File: src/rtl/falafel_pkg.sv
// falafel_pkg: shared types and default constants for the falafel header LSU.
//   lsu_op_e     : core operation codes (LOCK..DELETE; codes above DELETE are illegal)
//   lsu_status_e : response status codes
//   lsu_state_e  : LSU state encoding, also exported on the debug state port
//   EMPTY_KEY_DEFAULT, NEXT_ADDR_OFFSET_DEFAULT : default parameter values
package falafel_pkg;

    typedef enum logic [2:0] {
        OP_LOCK   = 3'd0,
        OP_UNLOCK = 3'd1,
        OP_LOAD   = 3'd2,
        OP_INSERT = 3'd3,
        OP_DELETE = 3'd4
    } lsu_op_e;

    typedef enum logic [1:0] {
        STATUS_OK         = 2'd0,
        STATUS_LOCK_FAIL  = 2'd1,
        STATUS_ILLEGAL_OP = 2'd2
    } lsu_status_e;

    typedef enum logic [2:0] {
        S_IDLE    = 3'd0,
        S_ISSUE   = 3'd1,
        S_WAIT    = 3'd2,
        S_BACKOFF = 3'd3,
        S_RSP     = 3'd4
    } lsu_state_e;

    localparam logic [63:0] EMPTY_KEY_DEFAULT        = 64'd0;
    localparam logic [63:0] NEXT_ADDR_OFFSET_DEFAULT = 64'd8;

    function automatic logic op_is_legal(input logic [2:0] op);
        return (op <= 3'd4);
    endfunction

endpackage

File: src/rtl/falafel_lsu_backoff.sv
// falafel_lsu_backoff: lock retry counter and backoff timer.
//   clk_i, rst_ni : clock, asynchronous active-low reset
//   clear_i       : restart counting (pulsed when a new request is captured)
//   fail_i        : one pulse per failed lock attempt; also starts the backoff
//   done_o        : backoff interval has elapsed
//   limit_hit_o   : the next failed attempt reaches MAX_RETRY (never when 0)
// Optional feature macro FALAFEL_LSU_BACKOFF_EN: exponential backoff of
// 2^min(retry_cnt-1, BACKOFF_MAX_LOG2) cycles. Without it the backoff is a
// single cycle and no timer is built.
module falafel_lsu_backoff
    import falafel_pkg::*;
#(
    parameter int unsigned MAX_RETRY        = 16,
    parameter int unsigned BACKOFF_MAX_LOG2 = 6
) (
    input  logic clk_i,
    input  logic rst_ni,
    input  logic clear_i,
    input  logic fail_i,
    output logic done_o,
    output logic limit_hit_o
);

    logic [31:0] retry_cnt_q;

    always_ff @(posedge clk_i or negedge rst_ni) begin
        if (!rst_ni) begin
            retry_cnt_q <= '0;
        end else if (clear_i) begin
            retry_cnt_q <= '0;
        end else if (fail_i && (retry_cnt_q != '1)) begin
            retry_cnt_q <= retry_cnt_q + 32'd1;
        end
    end

    // Looks one failure ahead so the FSM can pick RSP or BACKOFF in the same
    // cycle it sees the failure, without a combinational loop through fail_i.
    assign limit_hit_o = (MAX_RETRY != 0) && ((retry_cnt_q + 32'd1) == MAX_RETRY);

`ifdef FALAFEL_LSU_BACKOFF_EN
    localparam int unsigned TW = BACKOFF_MAX_LOG2 + 1;

    logic [TW-1:0] timer_q;
    logic [31:0]   shift_k;

    // retry_cnt_q still holds the pre-failure count here, i.e. retry_cnt-1.
    assign shift_k = (retry_cnt_q > BACKOFF_MAX_LOG2) ? BACKOFF_MAX_LOG2 : retry_cnt_q;

    // The timer is loaded with interval-1 and BACKOFF exits once it reads 0,
    // so the FSM spends exactly 2^k cycles in BACKOFF.
    always_ff @(posedge clk_i or negedge rst_ni) begin
        if (!rst_ni) begin
            timer_q <= '0;
        end else if (clear_i) begin
            timer_q <= '0;
        end else if (fail_i) begin
            timer_q <= (TW'(1) << shift_k) - TW'(1);
        end else if (timer_q != '0) begin
            timer_q <= timer_q - TW'(1);
        end
    end

    assign done_o = (timer_q == '0);
`else
    logic [31:0] unused_backoff_log2;
    assign unused_backoff_log2 = BACKOFF_MAX_LOG2;
    assign done_o = 1'b1;
`endif

endmodule

File: src/rtl/falafel_hdr_lsu.sv
// falafel_hdr_lsu: header load/store unit of the falafel allocator.
// Serves one LOCK / UNLOCK / LOAD / INSERT / DELETE at a time by issuing
// single-word reads, writes and compare-and-swaps to memory.
//   core_req_* : request from the core (valid/ready), op, addr, size, next_addr
//   core_rsp_* : response to the core (valid/ready), addr echo, loaded fields, status
//   mem_req_*  : memory request (valid/ready), write/CAS flags, addr, data, CAS expected
//   mem_rsp_*  : memory response (valid/ready), read data or CAS old word
//   dbg_state_o: current FSM state, for observation only
// Handshakes: a transfer happens on a cycle where valid and ready are both
// high at the clock edge; once raised, valid and its payload stay stable
// until that transfer.
// Optional feature macro FALAFEL_LSU_BACKOFF_EN (see falafel_lsu_backoff).
module falafel_hdr_lsu
    import falafel_pkg::*;
#(
    parameter int unsigned       DATA_W           = 64,
    parameter logic [DATA_W-1:0] NEXT_ADDR_OFFSET = DATA_W'(NEXT_ADDR_OFFSET_DEFAULT),
    parameter logic [DATA_W-1:0] LOCK_ADDR        = '0,
    parameter logic [DATA_W-1:0] LOCK_ID          = DATA_W'(1),
    parameter logic [DATA_W-1:0] EMPTY_KEY        = DATA_W'(EMPTY_KEY_DEFAULT),
    parameter int unsigned       MAX_RETRY        = 16,
    parameter int unsigned       BACKOFF_MAX_LOG2 = 6
) (
    input  logic              clk_i,
    input  logic              rst_ni,
    input  logic              core_req_val_i,
    output logic              core_req_rdy_o,
    input  logic [2:0]        core_req_op_i,
    input  logic [DATA_W-1:0] core_req_addr_i,
    input  logic [DATA_W-1:0] core_req_size_i,
    input  logic [DATA_W-1:0] core_req_next_addr_i,
    output logic              core_rsp_val_o,
    input  logic              core_rsp_rdy_i,
    output logic [DATA_W-1:0] core_rsp_addr_o,
    output logic [DATA_W-1:0] core_rsp_size_o,
    output logic [DATA_W-1:0] core_rsp_next_addr_o,
    output logic [1:0]        core_rsp_status_o,
    output logic              mem_req_val_o,
    input  logic              mem_req_rdy_i,
    output logic              mem_req_is_write_o,
    output logic              mem_req_is_cas_o,
    output logic [DATA_W-1:0] mem_req_addr_o,
    output logic [DATA_W-1:0] mem_req_data_o,
    output logic [DATA_W-1:0] mem_req_cas_exp_o,
    input  logic              mem_rsp_val_i,
    output logic              mem_rsp_rdy_o,
    input  logic [DATA_W-1:0] mem_rsp_data_i,
    output lsu_state_e        dbg_state_o
);

    lsu_state_e        state_q, state_d;
    lsu_status_e       status_q, status_d;
    lsu_op_e           op_q;
    logic              step_q, step_d;
    logic [DATA_W-1:0] addr_q, req_size_q, req_next_q, ld_size_q, ld_next_q;
    logic              accept, fail, ld_size_en, ld_next_en;
    logic              backoff_done, limit_hit;

    assign accept = (state_q == S_IDLE) && core_req_val_i;

    falafel_lsu_backoff #(
        .MAX_RETRY       (MAX_RETRY),
        .BACKOFF_MAX_LOG2(BACKOFF_MAX_LOG2)
    ) u_backoff (
        .clk_i      (clk_i),
        .rst_ni     (rst_ni),
        .clear_i    (accept),
        .fail_i     (fail),
        .done_o     (backoff_done),
        .limit_hit_o(limit_hit)
    );

    always_ff @(posedge clk_i or negedge rst_ni) begin
        if (!rst_ni) begin
            state_q    <= S_IDLE;
            status_q   <= STATUS_OK;
            op_q       <= OP_LOCK;
            step_q     <= 1'b0;
            addr_q     <= '0;
            req_size_q <= '0;
            req_next_q <= '0;
            ld_size_q  <= '0;
            ld_next_q  <= '0;
        end else begin
            state_q  <= state_d;
            status_q <= status_d;
            step_q   <= step_d;
            if (accept) begin
                op_q       <= lsu_op_e'(core_req_op_i);
                addr_q     <= core_req_addr_i;
                req_size_q <= core_req_size_i;
                req_next_q <= core_req_next_addr_i;
                ld_size_q  <= '0;
                ld_next_q  <= '0;
            end
            if (ld_size_en) ld_size_q <= mem_rsp_data_i;
            if (ld_next_en) ld_next_q <= mem_rsp_data_i;
        end
    end

    // Next-state logic. step_q selects the first or second access of an op;
    // for LOCK, step 0 is the probe read and step 1 is the CAS.
    always_comb begin
        state_d    = state_q;
        status_d   = status_q;
        step_d     = step_q;
        fail       = 1'b0;
        ld_size_en = 1'b0;
        ld_next_en = 1'b0;
        case (state_q)
            S_IDLE: begin
                if (core_req_val_i) begin
                    step_d = 1'b0;
                    if (op_is_legal(core_req_op_i)) begin
                        state_d  = S_ISSUE;
                        status_d = STATUS_OK;
                    end else begin
                        state_d  = S_RSP;
                        status_d = STATUS_ILLEGAL_OP;
                    end
                end
            end
            S_ISSUE: begin
                if (mem_req_rdy_i) state_d = S_WAIT;
            end
            S_WAIT: begin
                if (mem_rsp_val_i) begin
                    case (op_q)
                        OP_LOCK: begin
                            if (mem_rsp_data_i == EMPTY_KEY) begin
                                if (!step_q) begin
                                    step_d  = 1'b1;
                                    state_d = S_ISSUE;
                                end else begin
                                    state_d = S_RSP;
                                end
                            end else begin
                                fail   = 1'b1;
                                step_d = 1'b0;
                                if (limit_hit) begin
                                    state_d  = S_RSP;
                                    status_d = STATUS_LOCK_FAIL;
                                end else begin
                                    state_d = S_BACKOFF;
                                end
                            end
                        end
                        OP_LOAD: begin
                            if (!step_q) begin
                                ld_size_en = 1'b1;
                                step_d     = 1'b1;
                                state_d    = S_ISSUE;
                            end else begin
                                ld_next_en = 1'b1;
                                state_d    = S_RSP;
                            end
                        end
                        OP_INSERT: begin
                            if (!step_q) begin
                                step_d  = 1'b1;
                                state_d = S_ISSUE;
                            end else begin
                                state_d = S_RSP;
                            end
                        end
                        default: state_d = S_RSP;
                    endcase
                end
            end
            S_BACKOFF: begin
                if (backoff_done) state_d = S_ISSUE;
            end
            S_RSP: begin
                if (core_rsp_rdy_i) state_d = S_IDLE;
            end
            default: state_d = S_IDLE;
        endcase
    end

    // Memory request decode. Everything is a function of registered state,
    // so the request stays stable while mem_req_rdy_i is low.
    always_comb begin
        mem_req_val_o      = 1'b0;
        mem_req_is_write_o = 1'b0;
        mem_req_is_cas_o   = 1'b0;
        mem_req_addr_o     = '0;
        mem_req_data_o     = '0;
        mem_req_cas_exp_o  = '0;
        if (state_q == S_ISSUE) begin
            mem_req_val_o = 1'b1;
            case (op_q)
                OP_LOCK: begin
                    mem_req_addr_o = LOCK_ADDR;
                    if (step_q) begin
                        mem_req_is_cas_o  = 1'b1;
                        mem_req_data_o    = LOCK_ID;
                        mem_req_cas_exp_o = EMPTY_KEY;
                    end
                end
                OP_UNLOCK: begin
                    mem_req_is_write_o = 1'b1;
                    mem_req_addr_o     = LOCK_ADDR;
                    mem_req_data_o     = EMPTY_KEY;
                end
                OP_LOAD: begin
                    mem_req_addr_o = step_q ? (addr_q + NEXT_ADDR_OFFSET) : addr_q;
                end
                OP_INSERT: begin
                    mem_req_is_write_o = 1'b1;
                    mem_req_addr_o     = step_q ? (addr_q + NEXT_ADDR_OFFSET) : addr_q;
                    mem_req_data_o     = step_q ? req_next_q : req_size_q;
                end
                OP_DELETE: begin
                    mem_req_is_write_o = 1'b1;
                    mem_req_addr_o     = addr_q + NEXT_ADDR_OFFSET;
                    mem_req_data_o     = req_next_q;
                end
                default: mem_req_val_o = 1'b0;
            endcase
        end
    end

    // IDLE also accepts memory responses so a late one from an abandoned
    // operation is drained instead of stalling the memory side.
    assign core_req_rdy_o       = (state_q == S_IDLE);
    assign mem_rsp_rdy_o        = (state_q == S_IDLE) || (state_q == S_WAIT);
    assign core_rsp_val_o       = (state_q == S_RSP);
    assign core_rsp_addr_o      = core_rsp_val_o ? addr_q : '0;
    assign core_rsp_size_o      = (core_rsp_val_o && op_q == OP_LOAD) ? ld_size_q : '0;
    assign core_rsp_next_addr_o = (core_rsp_val_o && op_q == OP_LOAD) ? ld_next_q : '0;
    assign core_rsp_status_o    = core_rsp_val_o ? status_q : STATUS_OK;
    assign dbg_state_o          = state_q;

endmodule

File: config.mk
export PLATFORM = sky130hd
export DESIGN_NAME = falafel_hdr_lsu
export DESIGN_NICKNAME = d
export VERILOG_FILES = /design/src/rtl/falafel_pkg.sv /design/src/rtl/falafel_lsu_backoff.sv /design/src/rtl/falafel_hdr_lsu.sv
export SDC_FILE = /design/constraint.sdc
export NUM_CORES = 1
export LEC_CHECK = 0
export CORE_AREA = 3 3 259 261
export DETAILED_ROUTE_END_ITERATION = 6
export DIE_AREA = 0 0 262 264
export PLACE_DENSITY = 0.54
export SKIP_CTS_REPAIR_TIMING = 1
export SLEW_MARGIN = 5
export SYNTH_ARGS = -nofsm -noshare
export SYNTH_HDL_FRONTEND = slang
export SYNTH_HIERARCHICAL = 1
export SYNTH_SLANG_ARGS = --single-unit
File: constraint.sdc
create_clock -name clk_i -period 4.15 [get_ports clk_i]
set_input_delay 1.245 -clock clk_i [delete_from_list [all_inputs] [get_ports clk_i]]
set_output_delay 1.245 -clock clk_i [all_outputs]
set_load 0.005 [all_outputs]
==> out/results.ini <==
[timing]
slew_headroom_pct=33.4
hold_violations=0
tightest_slew_ns=0.999
slew_viol_final=0
rsz0062_at_grt=yes
clock_skew_ns=0.00848
finalSetupViolCount=3
fin_crit_ns=4.27
max_freq_mhz=234
final.setup.tns_ns=-0.211
setup_slack_ns=-0.124
post-route-period-util_pct=103

[cells_and_area]
instances_no_fill=4057
drive_gt1_share_pct=12.3
design_area_sq_um=29900
area_growth_pct=49.7
fin_nets=3428
fill_cells=6450

[worst_setup_path]
worstPathRequired_ns=2.90
cp_top_family=buffers and inverters
path_class=flop to primary output
worst_setup_path_start_kind=flop
path_buf_inv=3
cp_common_cell=buf_4
arrival_ns=3.03
cp_slowest_cell=clkdlybuf4s50_1
r2r_slack_ns=0.49
startpoint=op_q[2]$_DFFE_PN0P_
cpPeakStageDelay_ns=0.53
path_cells=nand3b_1 -> buf_4 -> a2111oi_4 -> buf_4 -> and2_4 -> a21oi_1 -> nor2_2 -> clkdlybuf4s50_1
critPathMaxFanout=6
r2r_end=status_q[1]$_DFFE_PN0P_
reg2reg_from=u_backoff/retry_cnt_q[0]$_DFFE_PN0P_
end_kind=primary output
r2r_cells=11
crit_end=mem_req_addr_o[40]
cp_num_cells=8

[drt]
drt_iter0_drc=1625
wl_microns=86200
drc=0
via_per_inst=5.05
vias=20500
drtPass1Iterations=6
ant_nets=0
wire_per_inst_microns=21.3

[worst_hold_path]
hold_class=flop to flop

[floorplan]
die_area_sq_um=69200
die_x_microns=262
start_util_pct=30.9
core_area_sq_um=64700
ios=660
row_count=93
die_h_microns=264

[outcome]
status=complete, but fails checks
violations=negative setup slack

[global_route]
antenna_found_initial=11
grt_pass1_vias=19900
grt_remaining_overflow=0
grt_usage_pct=23.1
grt_max_degree=198
grt_pass1_wl_microns=125000

[synthesis]
synth_top_family_by_area=simple AND/OR/NAND/NOR gates
synth_compound_area_share_pct=10.0
async_flop_share_pct=100
synth_top_flop_cell=dfrtp_1
yosys.area_share.adder_pct=0.188
yosysWarnings=6
ys_seq_elements=361
synth-simple-area-share_pct=35.7
syn_inst=2535
synth_area_sq_um=20000
synthXorXnorAreaFrac_pct=1.49
seq_area_frac_synth_pct=45.2
avgSynthCellArea_sq_um=7.88
synthMuxAreaShare_pct=0.413
yosys.area.top_type=dfrtp_1
synth.most_common_cell=nand2_1
ys_types=83
synth-edff-count=0
synth_top_area_share_pct=45.2
synthTopCellsByCount=nand2_1, dfrtp_1, and3_1
synth_top_cells_by_area=dfrtp_1, nand2_1, and3_1, nand3_1, o21ai_0

[pwr]
total_power_w=0.0165
power.density_nw_per_um2=551
leakagePower_nw=14.5
vdd_drop_max_mv=0.496

[place]
postPlaceCellArea_sq_um=26900
pre_cts_ws_ns=0.0269
gp_congestion=0.899
dp_hpwl_microns=60100
placedCellCount=3880
portBuffers=595

[clocking]
cts_buffer_depth=3
cts_tree=yes
path_clk_slew_ns=0.06
cts_sinks=361
ctsHtreeMaxLevel=2
cts_root_buf=clkbuf_16
clkLatencyLatePin_ns=0.57
cts_buffers=45

[flow_run]
max_cap_viol_count=0

## worst min-delay path: stages (launching register included)
cell	delay, ns
dfrtp_1	0.34
nand2_1	0.05
nand2_1	0.05
## layout make-up
cell class              instances  area, sq um  area share, %
flip-flops and latches        361         9080           30.4
repair buffers                768         7800           26.1
clock buffers                  62         1280           4.28
inverters                      18         78.8          0.264
well taps                     855         1070           3.58
diodes                          7         17.5         0.0586
clock inverters                20          228          0.762
multi-input cells            1966        10300           34.6
## report_power, final
part           internal, W  switching (W)
registers          0.00458       0.000923
clock network      0.00241        0.00165
logic              0.00276        0.00417
total              0.00975        0.00673
## per-stage QoR
step | util (%) | hold WS, ns
floorplan | - | 0.441
global placement | 41.5 | 0.458
detailed placement | 41.5 | 0.463
CTS | 43.9 | 0.478
global route | 46.2 | 0.495
finish | 46.2 | 0.473
## worst min path at each step
stage | startpoint | end | slack (ns) | cells past startpoint
final | req_next_q[4]$_DFFE_PN0P_ | req_next_q[4]$_DFFE_PN0P_ | 0.47 | 2
after global placement | req_size_q[22]$_DFFE_PN0P_ | req_size_q[22]$_DFFE_PN0P_ | 0.46 | 2
after floorplan | status_q[0]$_DFFE_PN0P_ | status_q[0]$_DFFE_PN0P_ | 0.44 | 1
after detailed placement | req_size_q[33]$_DFFE_PN0P_ | req_size_q[33]$_DFFE_PN0P_ | 0.46 | 2
after CTS | req_next_q[57]$_DFFE_PN0P_ | req_next_q[57]$_DFFE_PN0P_ | 0.48 | 2
after global routing | req_next_q[48]$_DFFE_PN0P_ | req_next_q[48]$_DFFE_PN0P_ | 0.49 | 2
## cell families after synthesis
logic type / count (synthesis)
AND/OR/NAND/NOR: 1545
flip-flops: 361
AO/OA/AOI/OAI: 309
buffers and inverters: 273
XOR/XNOR: 34
multiplexers: 8
adder cells (fa/ha/maj): 3
other: 2
## layout by cell type, fill, tap and decap left out, types with 7 or more instances in the layout
cell             count
dfrtp_2             34
buf_12              20
xor2_1              20
o21ai_0            103
or4_1                9
diode_2              7
o211ai_1            13
nor3_1              25
nor4_4               7
xnor2_1             14
a31oi_1             17
nor4_1              28
nand4_1             42
clkbuf_1             8
clkbuf_16           51
inv_1               16
or3_1               12
buf_6               12
clkinv_2            11
nand2_1            889
dlymetal6s2s_1      52
dfrtp_1            327
clkdlybuf4s50_1    541
and2_1              78
nand3_1            102
nand3_2              7
buf_4              133
a22oi_1             66
clkbuf_8             9
a21oi_1             35
and3_1             144
nand4_4              7
nor2_1             123
conb_1              65
## flip-flops by register name, indices dropped and copies added (netlist names)
name and count:
req_size_q 64, ld_next_q 64, req_next_q 64, op_q 3, u_backoff/retry_cnt_q 32, step_q 1, status_q 2, addr_q 64
dbg_state_o 3, ld_size_q 64
## routing by layer
metal / up-vias / GRT usage [%] / part of all wire (%)
met2: 776 / 38.4 / 49
li1: 9686 / - / -
met3: 103 / 5.07 / 7.4
met4: 4 / 6.65 / 2.3
met1: 9934 / 30.2 / 41
met5: - / 0 / 0.036
Note: power is estimated with default switching activity, not from simulation.
==> RTL change 1, RTL diff (same flow settings) <==
Set the parameter `DATA_W` to 60 (it was 64).
--- a/src/rtl/falafel_hdr_lsu.sv
+++ b/src/rtl/falafel_hdr_lsu.sv
@@ -13,7 +13,7 @@
 module falafel_hdr_lsu
     import falafel_pkg::*;
 #(
-    parameter int unsigned       DATA_W           = 64,
+    parameter int unsigned       DATA_W           = 60,
     parameter logic [DATA_W-1:0] NEXT_ADDR_OFFSET = DATA_W'(NEXT_ADDR_OFFSET_DEFAULT),
     parameter logic [DATA_W-1:0] LOCK_ADDR        = '0,
     parameter logic [DATA_W-1:0] LOCK_ID          = DATA_W'(1),
Ports: changed (10 resized); port bits go from 660 to 620. No check against the original RTL was run, so the function may have changed too.
==> RTL change 1 against the unedited design <==
The run still ends with setup timing left; wire length decreased by 12%; register-to-register slack improved by 80 ps; combinational power decreased by 18%; die area unchanged; global-route usage decreased by 2.7 points; final area decreased by 6.6%; sequential cell count decreased by 20; area after synthesis decreased by 6.7%; first-iteration DRC count decreased by 19%; synthesized cell count decreased by 5.9%; clock power decreased by 3%; total power decreased by 10%; worst setup slack got worse by 36 ps.
==> RTL change 1: results (changes against the unedited design) <==
Cells and area
  – Signal buf overhead: 0.2584 (was 0.2610)
  – Number of non-clock buffers: 697 (was 768)
  – Layout clock buffer count: 63 (was 62)
  – Layout cells sized above 1: 0.1075 (was 0.1227)
  – Area of all sequential standard cells: 8562 um2 (was 9076 um2)
  – Number of multi-input combinational cells in the layout: 1850 (was 1966)

Placed design
  – Sum of net half-perimeters after detailed placement: 52710 um (was 60150 um)
  – DP Cell Count: 3705 (was 3880)
  – Placer's final routability congestion estimate: 0.8795 (was 0.8986)
  – DP Area: 25190 um2 (was 26870 um2)
  – Count of buffers from port buffering: 559 (was 595)

Critical path
  – Crit-path max FO: 7 (was 6)
  – Worst reg2reg setup slack: 570 ps (was 490 ps)
  – Worst endpoint data arrival time: 3070 ps (was 3030 ps)
  – Worst setup endpoint: mem_req_addr_o[59] (was mem_req_addr_o[40])

Route
  – Count of vias placed by the detailed router: 18950 (was 20500)
  – Final routed wire length divided by cell count: 19.85 um (was 21.26 um)

Power
  – Maximum vdd ir drop: 0.0003792 V (was 0.0004962 V)

Synthesis
  – Post-synthesis xor/xnor area fraction: 0.01598 (was 0.01491)
  – Top cells by count, synth: sky130_fd_sc_hd__nand2_1, sky130_fd_sc_hd__dfrtp_1, sky130_fd_sc_hd__o21ai_0 (was sky130_fd_sc_hd__nand2_1, sky130_fd_sc_hd__dfrtp_1, sky130_fd_sc_hd__and3_1)
  – Part of the Yosys area used for sequential elements: 0.4581 (was 0.4523)

CTS
  – Clock buffers created by TritonCTS: 43 (was 45)

Outcome
  – Result of the run: finished, violations left (unchanged)
  – Failing checks: setup timing (unchanged)

Worst hold path
  – Hold Crit Endpoint: req_size_q[31] (was req_next_q[4])

STA
  – Setup Viol. Count Final: 1 (was 3)
  – Least setup slack across all paths after layout: -160.1 ps (was -123.8 ps)
  – Tightest hold margin: 472.4 ps (was 472.5 ps)
  – Sum of negative setup slack: -160.1 ps (was -211.1 ps)
  – Tightest Pin Transition: 799.4 ps (was 998.8 ps)

Global route
  – Global-route usage over all layers: 0.2039 (was 0.2312)
RTL change 1: cell types whose count changed in the layout (fill, tap and decap cells not counted), sizes merged, moves of 21 or more:
| cell | change |
|---|---|
| dlymetal6s2s | +21 |
| nand2 | -40 |
| and2 | +47 |
| o21ai | +55 |
| nand3 | -64 |
| and3 | -71 |
| clkdlybuf4s50 | -56 |
| buf | -35 |
RTL change 1: metal layers:
| layer | share of wire | track usage |
|---|---|---|
| met5 | 0.00088 | 0 |
| met4 | 0.023 | 0.05737 |
| met3 | 0.072 | 0.04535 |
| met2 | 0.49 | 0.3406 |
| met1 | 0.41 | 0.2644 |
RTL change 1: critical path: cells and delay by family, from the launching register on:
kind | cells | cell delay, ps
buf+inv | 3 | 850
flops | 1 | 450
simple gates | 5 | 1190
RTL change 1: power groups by stage:
stage	logic, uW	clock network, uW	registers [uW]
3_5_place_dp	5190	0	5180
2_1_floorplan	2940	0	4880
4_1_cts	5220	4080	5130
6_report	5670	3950	5180
5_1_grt	6260	4200	5320
3_3_place_gp	5150	0	5130
==> RTL change 2, RTL diff (same settings) <==
Without the edit above. Register the output `core_rsp_status_o`, with the module's reset; this adds one clock of latency there. The other outputs are not delayed to match.
--- a/src/rtl/falafel_hdr_lsu.sv
+++ b/src/rtl/falafel_hdr_lsu.sv
@@ -228,7 +228,13 @@
     assign core_rsp_addr_o      = core_rsp_val_o ? addr_q : '0;
     assign core_rsp_size_o      = (core_rsp_val_o && op_q == OP_LOAD) ? ld_size_q : '0;
     assign core_rsp_next_addr_o = (core_rsp_val_o && op_q == OP_LOAD) ? ld_next_q : '0;
-    assign core_rsp_status_o    = core_rsp_val_o ? status_q : STATUS_OK;
+    always_ff @(posedge clk_i or negedge rst_ni) begin
+        if (!rst_ni) begin
+            core_rsp_status_o <= '0;
+        end else begin
+            core_rsp_status_o <= core_rsp_val_o ? status_q : STATUS_OK;
+        end
+    end
     assign dbg_state_o          = state_q;
 
 endmodule
Check against the original RTL: not equivalent (a bounded check fails within 4 cycles, from zero or initial values and one cycle with rst_ni low).
==> RTL change 2 against the unedited design <==
The flow still finishes with violations (setup timing); area after synthesis down 1.2%; sequential power down 0.9%; via count decreased by 2.7%; die area unchanged; total power is 8.0% lower; combinational power is 16% lower; register-to-register slack worse by 20 ps; sequential cell count grew 2; final area decreased by 1.3%; wire length fell by 5.4%; worst setup slack worse by 22 ps.
==> RTL change 2: results (changes against the unedited design) <==
Outcome
  – Result of the run: finished, violations left (unchanged)
  – Failing checks: setup timing (unchanged)

Critical path
  – Worst setup endpoint: mem_req_addr_o[46] (was mem_req_addr_o[40])
  – Setup crit start: addr_q[13] (was op_q[2])
  – Crit-path max FO: 9 (was 6)
  – Worst reg2reg setup slack: 470 ps (was 490 ps)
  – Worst-path cell with the longest stage delay: sky130_fd_sc_hd__dfrtp_2 (was sky130_fd_sc_hd__clkdlybuf4s50_1)
  – Reg2Reg Capture Point: dbg_state_o[2] (was status_q[1])
  – Delay of the slowest cell on the worst path: 440 ps (was 530 ps)

Global route
  – Global-route usage over all layers: 0.2222 (was 0.2312)
  – Global-route track usage on met3: 0.05656 (was 0.05071)
  – Pin count of the biggest net entering global routing: 191 (was 198)
  – GR Util met1: 0.2838 (was 0.3016)
  – Met2 global-route usage: 0.3624 (was 0.3840)
  – Initial antenna violation count: 13 (was 11)

Cells and area
  – Antenna diode count: 11 (was 7)
  – Number of multi-input combinational cells in the layout: 1973 (was 1966)
  – Multi-input combinational area share: 0.3439 (was 0.3460)
  – Signal buf overhead: 0.2595 (was 0.2610)
  – Flip-flop and latch share of the layout cell area: 0.3088 (was 0.3035)
  – Clock-cell share of area: 0.04878 (was 0.05042)
  – Fill cell count: 6422 (was 6450)
  – Number of non-clock buffers: 755 (was 768)

Placed design
  – Placer's final routability congestion estimate: 0.9106 (was 0.8986)
  – Sum of net half-perimeters after detailed placement: 57390 um (was 60150 um)

Synthesis
  – Post-synthesis cell type count: 68 (was 83)
  – Part of the Yosys area used for sequential elements: 0.4604 (was 0.4523)
  – Top post-synthesis cells by area: sky130_fd_sc_hd__dfrtp_1, sky130_fd_sc_hd__nand2_1, sky130_fd_sc_hd__and2_1 (was sky130_fd_sc_hd__dfrtp_1, sky130_fd_sc_hd__nand2_1, sky130_fd_sc_hd__and3_1)
  – Mux share of post-synthesis cell area: 0.003107 (was 0.004135)

STA
  – Least setup slack across all paths after layout: -145.7 ps (was -123.8 ps)
  – Worst-case headroom to the max-slew limit: 0.3414 (was 0.3341)
  – Setup Viol. Count Final: 5 (was 3)

Route
  – Via-to-Cell Ratio: 4.928 (was 5.054)
  – Drt first pass iters: 7 (was 6)
  – Routed wire length: 81630 um (was 86250 um)
  – Drt first-iter violations: 1672 (was 1625)

Power
  – P_leak: 0.01419 uW (was 0.01449 uW)
  – Power share of the combinational group: 0.383 (was 0.420)
  – Switching power summed over all nets: 5866 uW (was 6735 uW)

Worst hold path
  – Hold Crit Endpoint: req_next_q[34] (was req_next_q[4])
  – Critical hold path startpoint: req_next_q[34] (was req_next_q[4])
==> RTL change 2: worst max-delay path: cells and delay by family (launching register included) <==
| kind | cells | cell delay [ps] |
|---|---|---|
| AND/OR/NAND/NOR | 4 | 1000 |
| buffers and inverters | 2 | 590 |
| AO/OA/AOI/OAI | 2 | 460 |
| flip-flops | 1 | 440 |
==> RTL change 2: per-stage QoR <==
stage	instances	setup slack, ps	power [uW]	TNS, ps	util
5_1_grt	4040	-321.2	16190	-1637	0.4561
3_5_place_dp	3897	-152.0	10750	-2662	0.4140
3_3_place_gp	3897	-116.4	10640	-2145	0.4140
4_1_cts	3973	-731.5	14750	-32160	0.4363
6_report	4046	-145.7	15160	-428.7	0.4563
2_1_floorplan	2587	829.8	8093	0	-
==> RTL change 2: metal layers <==
metal | up-vias | wire (um)
met2 | 736 | 38810
li1 | 9518 | -
met5 | - | 40
met4 | 8 | 2821
met1 | 9529 | 33450
met3 | 149 | 6508
